### config.mk
export PLATFORM = sky130hd
export DESIGN_NAME = frame_capture_ctrl
export DESIGN_NICKNAME = d
export VERILOG_FILES = /design/src/rtl/frame_capture_ctrl_pkg.sv /design/src/rtl/frame_capture_ctrl_vsync_edge_detect.sv /design/src/rtl/frame_capture_ctrl.sv
export SDC_FILE = /design/constraint.sdc
export NUM_CORES = 1
export LEC_CHECK = 0
export CAP_MARGIN = 5
export CELL_PAD_IN_SITES_DETAIL_PLACEMENT = 0
export CELL_PAD_IN_SITES_GLOBAL_PLACEMENT = 1
export CORE_ASPECT_RATIO = 1.75
export CORE_MARGIN = 1.5
export CORE_UTILIZATION = 25
export CTS_CLUSTER_DIAMETER = 60
export DETAILED_ROUTE_END_ITERATION = 8
export MAX_ROUTING_LAYER = met4
export PLACE_DENSITY_LB_ADDON = 0.1
export SLEW_MARGIN = 5
export SYNTH_ARGS = -nofsm -noshare
export SYNTH_HDL_FRONTEND = slang
export SYNTH_SLANG_ARGS = --single-unit
### constraint.sdc
create_clock -name p_clock -period 2.1 [get_ports p_clock]
set_clock_uncertainty 0.2 [all_clocks]
set_input_delay 0.42 -clock p_clock [delete_from_list [all_inputs] [get_ports p_clock]]
set_output_delay 0.42 -clock p_clock [all_outputs]
set_load 0.02 [all_outputs]
### src/rtl/frame_capture_ctrl_pkg.sv
// Shared constants for the camera frame-capture path: FSM state encodings,
// bank sizes and default address widths.
package frame_capture_ctrl_pkg;

  // Capture sequencer states
  localparam logic [1:0] IDLE     = 2'd0;
  localparam logic [1:0] WAIT_SOF = 2'd1;
  localparam logic [1:0] CAPTURE  = 2'd2;

  // Words held by one frame-buffer bank and one min/max bank
  localparam int FRAME_WORDS = 19200;
  localparam int MM_WORDS    = 4800;

  // Default widths: 2^15 covers 19200 words, 2^13 covers 4800 entries
  localparam int FRAME_AW_DEF = 15;
  localparam int MM_AW_DEF    = 13;
  localparam int CNT_W_DEF    = 8;

endpackage

### src/rtl/frame_capture_ctrl_vsync_edge_detect.sv
// Registers camera vsync and flags its edges. vsync low is the active
// frame, so the falling edge starts a frame and the rising edge ends it.
module vsync_edge_detect (
  input  logic clk,
  input  logic rst_n,
  input  logic vsync,
  output logic sof,
  output logic eof
);

  logic vsync_q;

  // Delay vsync by one cycle; reset to 0 so no start-of-frame is seen
  // until a genuine high-to-low transition occurs
  always_ff @(posedge clk or negedge rst_n) begin
    if (!rst_n) begin
      vsync_q <= 1'b0;
    end else begin
      vsync_q <= vsync;
    end
  end

  assign sof = vsync_q & ~vsync;
  assign eof = ~vsync_q & vsync;

endmodule

### src/rtl/frame_capture_ctrl.sv
// Camera capture sequencer: decides which frames get written, gates the
// frame-buffer and min/max write strobes, and ping-pongs two banks so a
// consumer always reads a complete, stable frame from rd_bank.
module frame_capture_ctrl
  import frame_capture_ctrl_pkg::*;
#(
  parameter int FRAME_AW = FRAME_AW_DEF,
  parameter int MM_AW    = MM_AW_DEF,
  parameter int CNT_W    = CNT_W_DEF
) (
  input  logic                p_clock,
  input  logic                rst_n,
  input  logic                vsync,
  input  logic                cam_we,
  input  logic [FRAME_AW-1:0] cam_addr,
  input  logic                cam_mm_we,
  input  logic [MM_AW-1:0]    cam_mm_addr,
  input  logic                mode_cont,
  input  logic                arm,
  input  logic                frame_ack,
  output logic                mem_we,
  output logic [FRAME_AW:0]   mem_addr,
  output logic                mm_we,
  output logic [MM_AW:0]      mm_addr,
  output logic                rd_bank,
  output logic                frame_ready,
  output logic                busy,
  output logic [CNT_W-1:0]    frame_count,
  output logic [CNT_W-1:0]    drop_count
);

  localparam logic [CNT_W-1:0] CNT_ONE = {{(CNT_W-1){1'b0}}, 1'b1};

  logic [1:0] state;
  logic [1:0] state_nxt;
  logic       wr_bank;
  logic       sof;
  logic       eof;
  logic       capturing;
  logic       frame_done;
  logic       swap;

  vsync_edge_detect u_edge (
    .clk   (p_clock),
    .rst_n (rst_n),
    .vsync (vsync),
    .sof   (sof),
    .eof   (eof)
  );

  assign capturing  = (state == CAPTURE);
  assign frame_done = capturing & eof;
  // Publish only if the consumer has nothing outstanding or is releasing it now
  assign swap       = frame_done & (~frame_ready | frame_ack);

  assign mem_we   = cam_we & capturing;
  assign mm_we    = cam_mm_we & capturing;
  assign mem_addr = {wr_bank, cam_addr};
  assign mm_addr  = {wr_bank, cam_mm_addr};
  assign busy     = (state != IDLE);

  // Next-state logic; WAIT_SOF ignores eof so a partial frame is never taken
  always_comb begin
    state_nxt = state;
    case (state)
      IDLE: begin
        if (mode_cont || arm) state_nxt = WAIT_SOF;
      end
      WAIT_SOF: begin
        if (sof) state_nxt = CAPTURE;
      end
      CAPTURE: begin
        if (eof) state_nxt = mode_cont ? WAIT_SOF : IDLE;
      end
      default: state_nxt = IDLE;
    endcase
  end

  // State register
  always_ff @(posedge p_clock or negedge rst_n) begin
    if (!rst_n) begin
      state <= IDLE;
    end else begin
      state <= state_nxt;
    end
  end

  // Bank ping-pong and frame_ready handshake; banks always differ
  always_ff @(posedge p_clock or negedge rst_n) begin
    if (!rst_n) begin
      wr_bank     <= 1'b0;
      rd_bank     <= 1'b1;
      frame_ready <= 1'b0;
    end else if (swap) begin
      rd_bank     <= wr_bank;
      wr_bank     <= ~wr_bank;
      frame_ready <= 1'b1;
    end else if (frame_ack) begin
      frame_ready <= 1'b0;
    end
  end

  // Completed-frame counter wraps; drop counter saturates at all-ones
  always_ff @(posedge p_clock or negedge rst_n) begin
    if (!rst_n) begin
      frame_count <= '0;
      drop_count  <= '0;
    end else if (frame_done) begin
      frame_count <= frame_count + CNT_ONE;
      if (!swap && (drop_count != {CNT_W{1'b1}})) begin
        drop_count <= drop_count + CNT_ONE;
      end
    end
  end

endmodule

==> metrics, run 1 <==
number of max-cap violations=0; cell depth of the worst flop-to-flop path=5; Tcrit/Tclk final=0.956; placer congestion estimate=0.689; Vias=830; internal power=0.000870 W; Post-Synth XOR/XNOR Area=0.0841; Initial Util=0.263; Final Setup Violations=0; clock insertion delay at the later pin of the skew report=0.26 ns; clk root buf=clkbuf_8; die area=5450 µm²; power share of the clock group=0.335; Routed Antenna Nets=0; DR WL/cell=13.4 µm; Slew Viols, Final=0; Synth Area in Compound Gates=0.0240; cells after synthesis=118; total core area=4750 µm²; Cell Count Post-Placement=177; Most Crowded Layer GR=met2; cts bufs inserted=3; Critical Path Max Stage Delay=0.59 ns; Top Ports=87; Synth top cells by count=buf_4, dfrtp_1, xnor2_1; met1 Use GR=0.105; Hold Path Stages=1; DRC violations left=0; GRT overflow=0; Syn Area/Cell=10.6 µm²; DIE WIDTH=56.5 µm; maximum buffer depth of the clock tree=2; Sequential Power Share=0.439; switching share of power=0.269; First-pass DRT Iterations=3; CTS tree=done; Non-Filler Instances=181; top_reg_cell synth=dfrtp_1; site row count=33; RSZ-0062 raised after global routing=false; htree depth=1; Min Hold Slack=0.294 ns; met2 Usage GRT=0.151; launch point of the worst reg-to-reg path=drop_count[1]; Post-CTS Setup Bufs=0; Hold Path Class=reg -> reg; async set-reset flop share out of synthesis=1.00; post-synthesis sequential area ratio=0.441; Post-synth EDFFs=0; Critical Path Fanout Max=2; Post-Syn Area=1250 µm²; Layout area overhead=20.8%; final total power=0.00119 W; synth warn=0; Yosys top cell area share=0.420; leak pwr=0.672 nW; main combinational cell family by area after synthesis=buffers and inverters; crit path DAT=1.39 ns; Syn Nets=156; CP top delay family=buffers and inverters; Req. time, crit path=1.48 ns; Port Buffer Count=30; grt met3 use=0.0333; CP Capture Type=output port; mux cell area share after synthesis=0.0470; hold endpoint=frame_count[7]; Yosys reg bits=22; r2r setup slk=0.25 ns; final net count=168; CP Buf/Inv Count=1; pin slew with the least headroom to its limit=0.298 ns; pwr/cell area=788 nW/µm²; adder-cell share of the synthesized area=0.0200; post-DP HPWL=1830 µm; status=completed; leading area contributor after synthesis=dfrtp_1; DRT iter0 DRCs=11; CTS clk-pin slew, worst paths=0.09 ns; cells along the critical path=clkdlybuf4s50_1; Reg-to-Reg End=drop_count[1]; GRT Resource Usage Total=0.0955; Slew headroom=0.801; post-synth cell types=29; fmax=498 MHz; Routed Wire Length=2420 µm; via/cell ratio=4.59; hold wc startpoint=frame_count[7]; sw power=0.000320 W; worst vdd ir=322 µV; vias in the first global route=807; antenna violations before repair=0; final hold viol count=0; final worst path period need=2.01 ns; n_diodes=0; Crit Path Category=reg -> out; largest cells by area after synthesis=dfrtp_1, buf_4, xnor2_1, dfstp_2, and3_1; DIE HEIGHT=96.5 µm; CP startpoint kind=register; clk sinks=22; global-route wire length before repair=3900 µm; share of cells above drive strength 1=0.163; most frequent cell after synthesis=buf_4; largest net degree at the start of global routing=23; Synth Area in Simple Gates=0.188; combinational share of power=0.226; slowest library cell on the worst path=clkdlybuf4s50_1
sequential cells by signal, summed over array words and instances (netlist names):
signal / flops
frame_ready: 1
drop_count: 8
wr_bank: 1
u_edge.vsync_q: 1
state: 2
frame_count: 8
rd_bank: 1
cells by family after synthesis:
| group | after synthesis |
|---|---|
| compound gates | 5 |
| buf+inv | 34 |
| mux | 5 |
| simple gates | 38 |
| fa+ha+maj | 2 |
| flops | 22 |
| xor+xnor | 12 |
how the worst max path moves through the flow:
stage	startpoint	end	slack [ns]	cells after the start
floorplan	drop_count[0]	drop_count[1]	0.22	5
global placement	cam_we	mem_we	-0.12	4
detailed placement	cam_we	mem_we	-0.15	4
CTS	rd_bank	rd_bank	0.08	1
global route	state[0]	mem_we	0.05	3
finish	rd_bank	rd_bank	0.09	1
timing repair:
item                       CTS  global route
hold buffers                 0             0
resized for setup            3             0
setup endpoints to repair    3             0
worst register-to-register path: stages, from the launching register on:
cell and delay, ns:
dfrtp_1 0.42, ha_1 0.19, nand3_1 0.12, or3b_4 0.41, nand3_2 0.11, mux2_4 0.30
cell type report:
type	count	area [µm²]
Fill cell	491	3240
Sequential cell	22	552
Multi-Input combinational cell	62	454
Timing Repair Buffer	38	357
Tap cell	52	65.1
Clock buffer	3	41.3
Clock inverter	1	30.0
Inverter	3	11.3
power by group through the flow:
stage / clock [W] / combinational (W) / sequential, W
after global placement: 0 / 0.000279 / 0.000528
final: 0.000399 / 0.000269 / 0.000522
after CTS: 0.000413 / 0.000275 / 0.000523
after detailed placement: 0 / 0.000280 / 0.000532
after floorplan: 0 / 0.000207 / 0.000553
after global routing: 0.000429 / 0.000293 / 0.000530
metal layers:
metal	part of all wire	routed length, µm
met4	0.019	45
met5	0	0
met2	0.52	1270
met1	0.39	955
met3	0.064	156
through the flow:
step | worst slack, ns | instance area, µm² | util | TNS [ns]
after global placement | -0.117 | 1440 | 0.304 | -0.250
after global routing | 0.0470 | 1510 | 0.318 | 0
final | 0.0925 | 1510 | 0.318 | 0
after floorplan | 0.223 | 1250 | - | 0
after CTS | 0.0774 | 1510 | 0.318 | 0
after detailed placement | -0.148 | 1440 | 0.304 | -0.348
layout by cell type (no fill, tap or decap), types with 2 or more instances in the layout:
cell	Yosys	final
nand2b_1	4	4
xor2_1	2	2
nand3_1	5	5
nor2_1	5	5
buf_4	31	8
nand2_1	5	5
dlygate4sd2_1	0	3
dfrtp_1	21	21
o21ai_0	3	3
nand3b_1	2	2
nand4_1	4	4
xnor2_1	10	10
clkbuf_8	0	3
inv_1	3	3
clkdlybuf4s50_1	0	27
mux2_2	2	2
ha_1	2	2
and3_1	4	4
nor2b_1	2	2
(Power assumes the default switching activity.)
==> inputs of run 2 (changes only) <==
- ABC_AREA: unset -> 1
- SLEW_MARGIN: 5 -> 15
==> run 2 against run 1 <==
Compared with the run above:
- utilization fell by 1.1 points
- via count grew 30%
- global-route usage up 1.6 points
- count of clock-buffer cells in the layout up 1
- non-clock buffer count shrank 6
- routed wire length is 20% higher
- first-iteration DRC count increased to 5.5 times the previous value
- area after synthesis increased by 11%
- combinational power is 98% higher
==> metrics, run 2 <==
status=completed; Final Setup Violations=0 (unchanged); Vias=1,079 (+30%); met2 Usage GRT=0.193 (+0.0416); Routed Antenna Nets=0 (unchanged); largest net degree at the start of global routing=23 (unchanged); clock insertion delay at the later pin of the skew report=0.26 ns (about the same); Slew headroom=0.795 (-0.00679); most frequent cell after synthesis=nand2_1; final worst path period need=2.02 ns (+0.00859 ns); hold endpoint=rd_bank; DIE WIDTH=59.4 µm (+5.2%); Hold Path Stages=2 (+1); via/cell ratio=4.12 (-10%); total core area=5300 µm² (+12%); cell depth of the worst flop-to-flop path=8 (+3); Routed Wire Length=2910 µm (+20%); Slew Viols, Final=0 (unchanged); async set-reset flop share out of synthesis=1.00 (unchanged); maximum buffer depth of the clock tree=2 (unchanged); vias in the first global route=1,118 (+39%); worst vdd ir=417 µV (+30%); slowest library cell on the worst path=clkdlybuf4s50_1; global-route wire length before repair=5080 µm (+30%); crit path DAT=1.40 ns (about the same); Tcrit/Tclk final=0.960 (+0.00409); Initial Util=0.262 (-0.000904); grt met3 use=0.0281 (-0.00519); DR WL/cell=11.1 µm (-17%); Req. time, crit path=1.48 ns (about the same); Most Crowded Layer GR=met2; clk root buf=clkbuf_8; Hold Path Class=reg -> reg; htree depth=1 (unchanged); leading area contributor after synthesis=dfrtp_1; Synth top cells by count=nand2_1, buf_4, dfrtp_1; Post-synth EDFFs=0 (unchanged); Top Ports=87 (unchanged); CP Capture Type=output port; Yosys reg bits=22 (unchanged); Critical Path Fanout Max=2 (unchanged); Post-Syn Area=1390 µm² (+11%); dpl ws=-0.126 ns (+0.0222 ns); top_reg_cell synth=dfrtp_1; r2r setup slk=0.43 ns (+0.18 ns); met1 Use GR=0.117 (+0.0125); cts bufs inserted=3 (unchanged); RSZ-0062 raised after global routing=false; post-synth cell types=20 (-31%); placer congestion estimate=0.656 (-4.8%); Layout area overhead=17.1%; hold wc startpoint=rd_bank; final hold viol count=0 (unchanged); post-DP HPWL=2230 µm (+22%); Yosys top cell area share=0.378 (-0.0424); CP startpoint kind=register; First-pass DRT Iterations=4 (+1); final net count=227 (+35%); Port Buffer Count=30 (unchanged); site row count=35 (+6.1%); Syn Nets=220 (+41%); leak pwr=0.800 nW (+19%); number of max-cap violations=0 (unchanged); Crit Path Category=reg -> out; final core utilization=0.307 (-0.0108); launch point of the worst reg-to-reg path=drop_count[0]; CP top delay family=buffers and inverters; Min Hold Slack=0.299 ns (+0.00543 ns); post-synthesis sequential area ratio=0.397 (-0.0445); CTS tree=done; Syn Area/Cell=7.64 µm² (-28%); GRT Resource Usage Total=0.112 (+0.0162); share of cells above drive strength 1=0.0638 (-0.0990); DIE HEIGHT=102 µm (+5.3%); final worst slack=0.0839 ns (-0.00859 ns); die area=6030 µm² (+11%); CTS Hold Bufs=0 (unchanged); Reg-to-Reg End=drop_count[0]; Non-Filler Instances=262 (+45%); Critical Path Max Stage Delay=0.59 ns (about the same); cells along the critical path=clkdlybuf4s50_1; largest cells by area after synthesis=dfrtp_1, nand2_1, buf_4, inv_1, nor2_1; n_diodes=0 (unchanged); DRT iter0 DRCs=61 (+50); biggest regs=drop_count (8), frame_count (8), state (2); DRC violations left=0 (unchanged); pwr/cell area=881 nW/µm² (+12%); CTS clk-pin slew, worst paths=0.08 ns (about the same); synth warn=0 (unchanged); commonest non-fill, non-tap cell in the layout=nand2_1; GRT overflow=0 (unchanged); CP Buf/Inv Count=1 (unchanged); fmax=496 MHz (-0.43%); antenna violations before repair=0 (unchanged); pin slew with the least headroom to its limit=0.308 ns (+0.0102 ns); commonest non-fill, non-tap cells in the layout=nand2_1, clkdlybuf4s50_1, dfrtp_1, inv_1, nor2_1; final total power=0.00143 W (+20%); Cell Count Post-Placement=258 (+46%); cells after synthesis=182 (+54%); clk sinks=22 (unchanged); Filler Cells Inserted=592 (+21%)
-- run 2: changes by cell type after synthesis, moves of 4 or more --
cell / change
a21oi_1: +4
and3_1: -4
inv_1: +16
nand2_1: +61
nand2b_1: -4
nor2_1: +8
xnor2_1: -5
-- run 2: metrics by stage --
stage          instance area, µm²  setup TNS, ns
5_1_grt                      1630              0
3_3_place_gp                 1570         -0.232
6_report                     1630              0
3_5_place_dp                 1570         -0.243
2_1_floorplan                1390              0
4_1_cts                      1630              0
-- run 2: report_power, final --
part           total, W  internal (W)  switching [W]
clock          0.000309      0.000167       0.000142
sequential     0.000592      0.000510      0.0000816
combinational  0.000532      0.000238       0.000294
-- run 2: layout make-up --
class / count / area [µm²] / area share
Multi-Input combinational cell: 109 / 533 / 0.327
Sequential cell: 22 / 552 / 0.339
Timing Repair Buffer: 32 / 315 / 0.194
Clock buffer: 4 / 55.1 / 0.0338
Inverter: 21 / 80.1 / 0.0492
Tap cell: 74 / 92.6 / 0.0569
-- run 2: worst register-to-register path: cells and delay by family, from the launching register on --
family | cells | cell delay, ns
flip-flops | 1 | 0.45
buffers and inverters | 1 | 0.15
AND/OR/NAND/NOR | 6 | 0.52
adder cells (fa/ha/maj) | 1 | 0.25
-- run 2: worst max path at each step --
stage | start | end | cells past startpoint
detailed placement | cam_we | mem_we | 4
global placement | cam_we | mem_we | 4
global route | rd_bank | rd_bank | 1
finish | rd_bank | rd_bank | 1
floorplan | drop_count[0] | drop_count[0] | 8
CTS | state[1] | busy | 3
-- run 2: repair_timing --
item	4_1_cts	5_1_grt
resized for setup	2	1
buffers inserted	0	0
endpoints found under the setup margin	2	1
-- run 2: metal layers --
metal	routed length [µm]	vias up
met5	0	-
met4	31	0
met3	188	6
met2	1530	45
met1	1160	497
li1	-	531
-- run 2: kinds of logic (layout without fill, tap and decap cells) --
group / count (synthesis) / count (layout) / share of synthesized area
AO/OA/AOI/OAI: 8 / 8 / 0.0288
flip-flops: 22 / 22 / 0.397
buffers and inverters: 51 / 57 / 0.220
XOR/XNOR: 8 / 8 / 0.0504
adder cells (fa/ha/maj): 2 / 2 / 0.0180
AND/OR/NAND/NOR: 91 / 91 / 0.286
==> edit 1, RTL diff (settings of run 1) <==
Change the package constant `MM_AW_DEF` from 13 to 14.
--- a/src/rtl/frame_capture_ctrl_pkg.sv
+++ b/src/rtl/frame_capture_ctrl_pkg.sv
@@ -15,3 +15,3 @@
   localparam int FRAME_AW_DEF = 15;
-  localparam int MM_AW_DEF    = 13;
+  localparam int MM_AW_DEF    = 14;
   localparam int CNT_W_DEF    = 8;
Interface: changed (resized cam_mm_addr and mm_addr); port bits go from 87 to 89. The function was not compared with the original's and may differ.
==> edit 1 against run 1 <==
  * Synthesized area increased by 0.60%
  * First-iteration DRC count shrank 45%
  * Sequential cell count is the same
  * Worst setup slack worse by 0.0076 ns
  * Cell area is 1.9% lower
  * Power fell by 7.9%
  * Wire length up 2.6%
  * Die area increased by 0.57%
  * Largest power group unchanged
==> edit 1: results (changes against run 1) <==
| Metric | Value |
|---|---|
| 1st-iter DRT viols | `6 (-5)` |
| Crit path launch | `rd_bank$_DFFE_PN1P_` |
| GP Congestion | `0.736 (+6.8%)` |
| First-pass GRT wire length | `4320 µm (+11%)` |
| Hold Slack | `0.280 ns (-0.0141 ns)` |
| Vias/cell | `4.54 (-1.1%)` |
| Total track usage | `10.2% (+0.67 points)` |
| Clock root cell | `clkbuf_8` |
| Avg WL per Cell | `13.7 µm (+2.6%)` |
| HPWL after DPL | `1930 µm (+5.6%)` |
| Layout cells sized above 1 | `15.0% (-1.3 points)` |
| FF-to-FF Start | `drop_count[0]$_DFFE_PN0P_` |
| Pleak | `0.000654 µW (-2.7%)` |
| Hold Crit Depth | `1 (unchanged)` |
| Synth top area cells | `dfrtp_1 (42%), buf_4 (19%), xnor2_1 (7.0%), dfstp_2 (2.1%), and3_1 (2.0%)` |
| Main flop type after synthesis | `dfrtp_1` |
| Least-Margin Pin Slew | `0.293 ns (-0.00496 ns)` |
| Most instantiated cells after synthesis | `buf_4 (32), dfrtp_1 (21), xnor2_1 (10)` |
| Layout Nets | `167 (-0.60%)` |
| Area after DPL | `0.00143 mm² (-0.87%)` |
| Synth warn | `0 (unchanged)` |
| H-tree lvl count | `1 (unchanged)` |
| Worst vdd ir | `0.000359 V (+11%)` |
| RR Endpoint | `drop_count[1]$_DFFE_PN0P_` |
| Post-synth net total | `158 (+1.3%)` |
| Max Cap Violations | `0 (unchanged)` |
| Startpoint types | `flop` |
| Synthesized area per cell | `10.6 µm² (-0.24%)` |
| Outcome | `completed` |
| Seq/Total Area, Yosys | `43.9% (-0.26 points)` |
| Dpl ws | `-0.131 ns (+0.0167 ns)` |
| Tmin final | `2.02 ns (+0.00764 ns)` |
| Vias in the first global route | `908 (+13%)` |
## edit 1: cell count changes after synthesis
| cell | change |
|---|---|
| buf_4 | +1 |
## edit 1: logic make-up after synthesis
group           Yosys count  synth area share (%)
mux                       5                  4.68
fa+ha+maj                 2                  1.99
compound gates            5                  2.39
simple gates             38                  18.7
xor+xnor                 12                  8.36
buf+inv                  35                  20.0
flops                    22                  43.9
## edit 1: layout make-up
class | count | area (µm²)
fillers | 497 | 3410
flip-flops and latches | 22 | 552
multi-input cells | 62 | 454
repair buffers | 36 | 342
well taps | 54 | 67.6
clock buffers | 4 | 55.1
inverters | 3 | 11.3
## edit 1: repair_timing
action / in CTS / in global routing
buffers inserted: 0 / 0
endpoints found under the setup margin: 3 / 0
endpoints found under the hold margin: 0 / 0
resized for setup: 3 / 0
## edit 1: per-layer routing
metal / routed length, µm / global-route usage (%) / vias up / share of wire, %
met2: 1280 / 16.4 / 48 / 51
met1: 920 / 10.1 / 382 / 37
met3: 192 / 3.61 / 13 / 7.7
li1: - / - / 378 / -
met5: 0 / - / - / 0
met4: 93 / 6.96 / 0 / 3.7
## edit 1: how the worst max path moves through the flow
stage	end	depth (start not counted)
after floorplan	drop_count[1]$_DFFE_PN0P_	5
after global placement	mem_we	4
after detailed placement	mem_we	4
after CTS	rd_bank	1
after global routing	mem_we	3
final	rd_bank	1
## edit 1: where the power goes
group | total [µW] | switching, µW | internal, µW | leakage [µW]
Sequential | 520 | 47.8 | 472 | 0.000288
Combinational | 272 | 128 | 144 | 0.000337
Clock | 304 | 137 | 167 | 0.0000288
==> edit 2, RTL diff (config.mk and constraints of run 1) <==
Made on the original files. Register the output `frame_count` once more, cleared by the reset; this adds one clock of latency there. The other outputs are not delayed to match.
--- a/src/rtl/frame_capture_ctrl.sv
+++ b/src/rtl/frame_capture_ctrl.sv
@@ -32,2 +32,4 @@
   localparam logic [CNT_W-1:0] CNT_ONE = {{(CNT_W-1){1'b0}}, 1'b1};
+
+  logic [CNT_W-1:0] frame_count_s0;
 
@@ -105,6 +107,6 @@
     if (!rst_n) begin
-      frame_count <= '0;
+      frame_count_s0 <= '0;
       drop_count  <= '0;
     end else if (frame_done) begin
-      frame_count <= frame_count + CNT_ONE;
+      frame_count_s0 <= frame_count_s0 + CNT_ONE;
       if (!swap && (drop_count != {CNT_W{1'b1}})) begin
@@ -115,2 +117,10 @@
 
+  always_ff @(posedge p_clock or negedge rst_n) begin
+    if (!rst_n) begin
+      frame_count <= '0;
+    end else begin
+      frame_count <= frame_count_s0;
+    end
+  end
+
 endmodule
Check against the original RTL: not equivalent (Yosys sat finds a counterexample within 4 cycles, from zero or initial values and one cycle with rst_n low).
==> edit 2 against run 1 <==
  * Worst hold slack got worse by 0.092 ns
  * Sequential share of layout area grew 5.6 points
  * Worst setup slack got worse by 0.026 ns
  * Sequential cell count up 8
  * Cell area up 18%
  * Wire length rose by 18%
  * Utilization shrank 0.072 points
  * Power grew 23%
  * Synthesized area is 17% higher
  * Critical path type unchanged
  * Non-clock buffer count unchanged
  * Sequential power increased by 32%
==> edit 2: results (changes against run 1) <==
| Metric | Value |
|---|---|
| FF+latch area | `752 µm² (+36%)` |
| Insertion delay to the later sink of the worst-skew pair | `0.28 ns (+0.02 ns)` |
| Core area | `0.00563 mm² (+19%)` |
| CTS Buf Count | `5 (+2)` |
| Fill cells | `606 (+23%)` |
| Least-Margin Pin Slew | `0.400 ns (+0.102 ns)` |
| Non-clock buffer share | `20.0% (-3.7 points)` |
| First-pass GRT wire length | `4810 µm (+23%)` |
| Inst Count DP | `213 (+20%)` |
| 1st-iter DRT viols | `8 (-3)` |
| Post-synth net total | `167 (+7.1%)` |
| Top Registers | `drop_count: 8 flops, frame_count: 8 flops, frame_count_s0: 8 flops` |
| Total track usage | `10.4% (+0.85 points)` |
| Layout clock buffers | `6 (+3)` |
| Synth top area cells | `dfrtp_1 (50%), buf_4 (15%), xnor2_1 (6.0%), mux2_2 (3.1%), nand2_1 (2.8%)` |
| Outcome | `completed` |
| Layout Nets | `182 (+8.3%)` |
| Yosys cell types | `27 (-6.9%)` |
| Clock buf/inv share | `5.32% (+0.60 points)` |
| Seq/Total Area, Yosys | `51.3% (+7.2 points)` |
| Sequential logic power | `691 µW (+32%)` |
| CP Max Fanout | `7 (+5)` |
| Layout cells sized above 1 | `16.6% (+0.27 points)` |
| Pwr Total | `1460 µW (+23%)` |
| Most instantiated cells after synthesis | `buf_4 (30), dfrtp_1 (29), nand2_1 (11)` |
| Pleak | `0.000816 µW (+21%)` |
| Net Sw Frac | `27.6% (+0.68 points)` |
| GP Congestion | `0.670 (-2.8%)` |
| Synthesized area per cell | `11.4 µm² (+7.2%)` |
| Pre-antenna DRT Iters | `2 (-1)` |
| Vias/cell | `4.29 (-6.5%)` |
| Count of multi-input combinational gates | `65 (+4.8%)` |
| Largest stage delay, worst path | `0.66 ns (+0.07 ns)` |
-- edit 2: changes by cell type after synthesis, sizes merged, moves of 2 or more --
cell	before	now
nand2b	4	1
xor2	2	0
nand4	4	6
and3	6	3
dfrtp	21	29
nand2	5	11
-- edit 2: worst paths after layout --
kind                                                     from                         to  slack, ns  depth (start not counted)
worst max register to register           state[0]$_DFFE_PN0P_  drop_count[4]$_DFFE_PN0P_       0.33                          5
worst min-delay path            frame_count_s0[7]$_DFFE_PN0P_   frame_count[7]$_DFF_PN0_       0.20                          0
max in group asynchronous                               rst_n        rd_bank$_DFFE_PN1P_       1.04                          2
min in group asynchronous                               rst_n  drop_count[7]$_DFFE_PN0P_       0.33                          2
worst max-delay path                drop_count[7]$_DFFE_PN0P_              drop_count[7]       0.07                          1
worst min register to register  frame_count_s0[7]$_DFFE_PN0P_   frame_count[7]$_DFF_PN0_       0.20                          0
-- edit 2: routing by layer --
layer	wire length [µm]	global-route usage, %	part of all wire (%)	vias to the layer above
met4	52	5.90	1.8	0
li1	-	-	-	430
met5	0	-	0	-
met2	1500	15.5	52	47
met3	216	4.48	7.5	8
met1	1090	11.2	38	463
-- edit 2: cell families (layout without fill, tap and decap cells) --
kind of cell               count (synthesis)  in the layout  synth area share (%)
buffers and inverters                     34             50                  16.4
adders and majority gates                  2              2                  1.71
and+or+nand+nor                           41             41                  17.8
AOI/OAI and AO/OA                          6              6                  2.39
muxes                                      6              6                  4.44
DFF                                       30             30                  51.3
xor gates and xnor gates                  10             10                  5.98
-- edit 2: what timing repair did --
action / in CTS / in global routing
setup endpoints to repair: 3 / 0
gates resized for setup: 3 / 0
hold buffers: 0 / 0
buffers inserted: 0 / 0
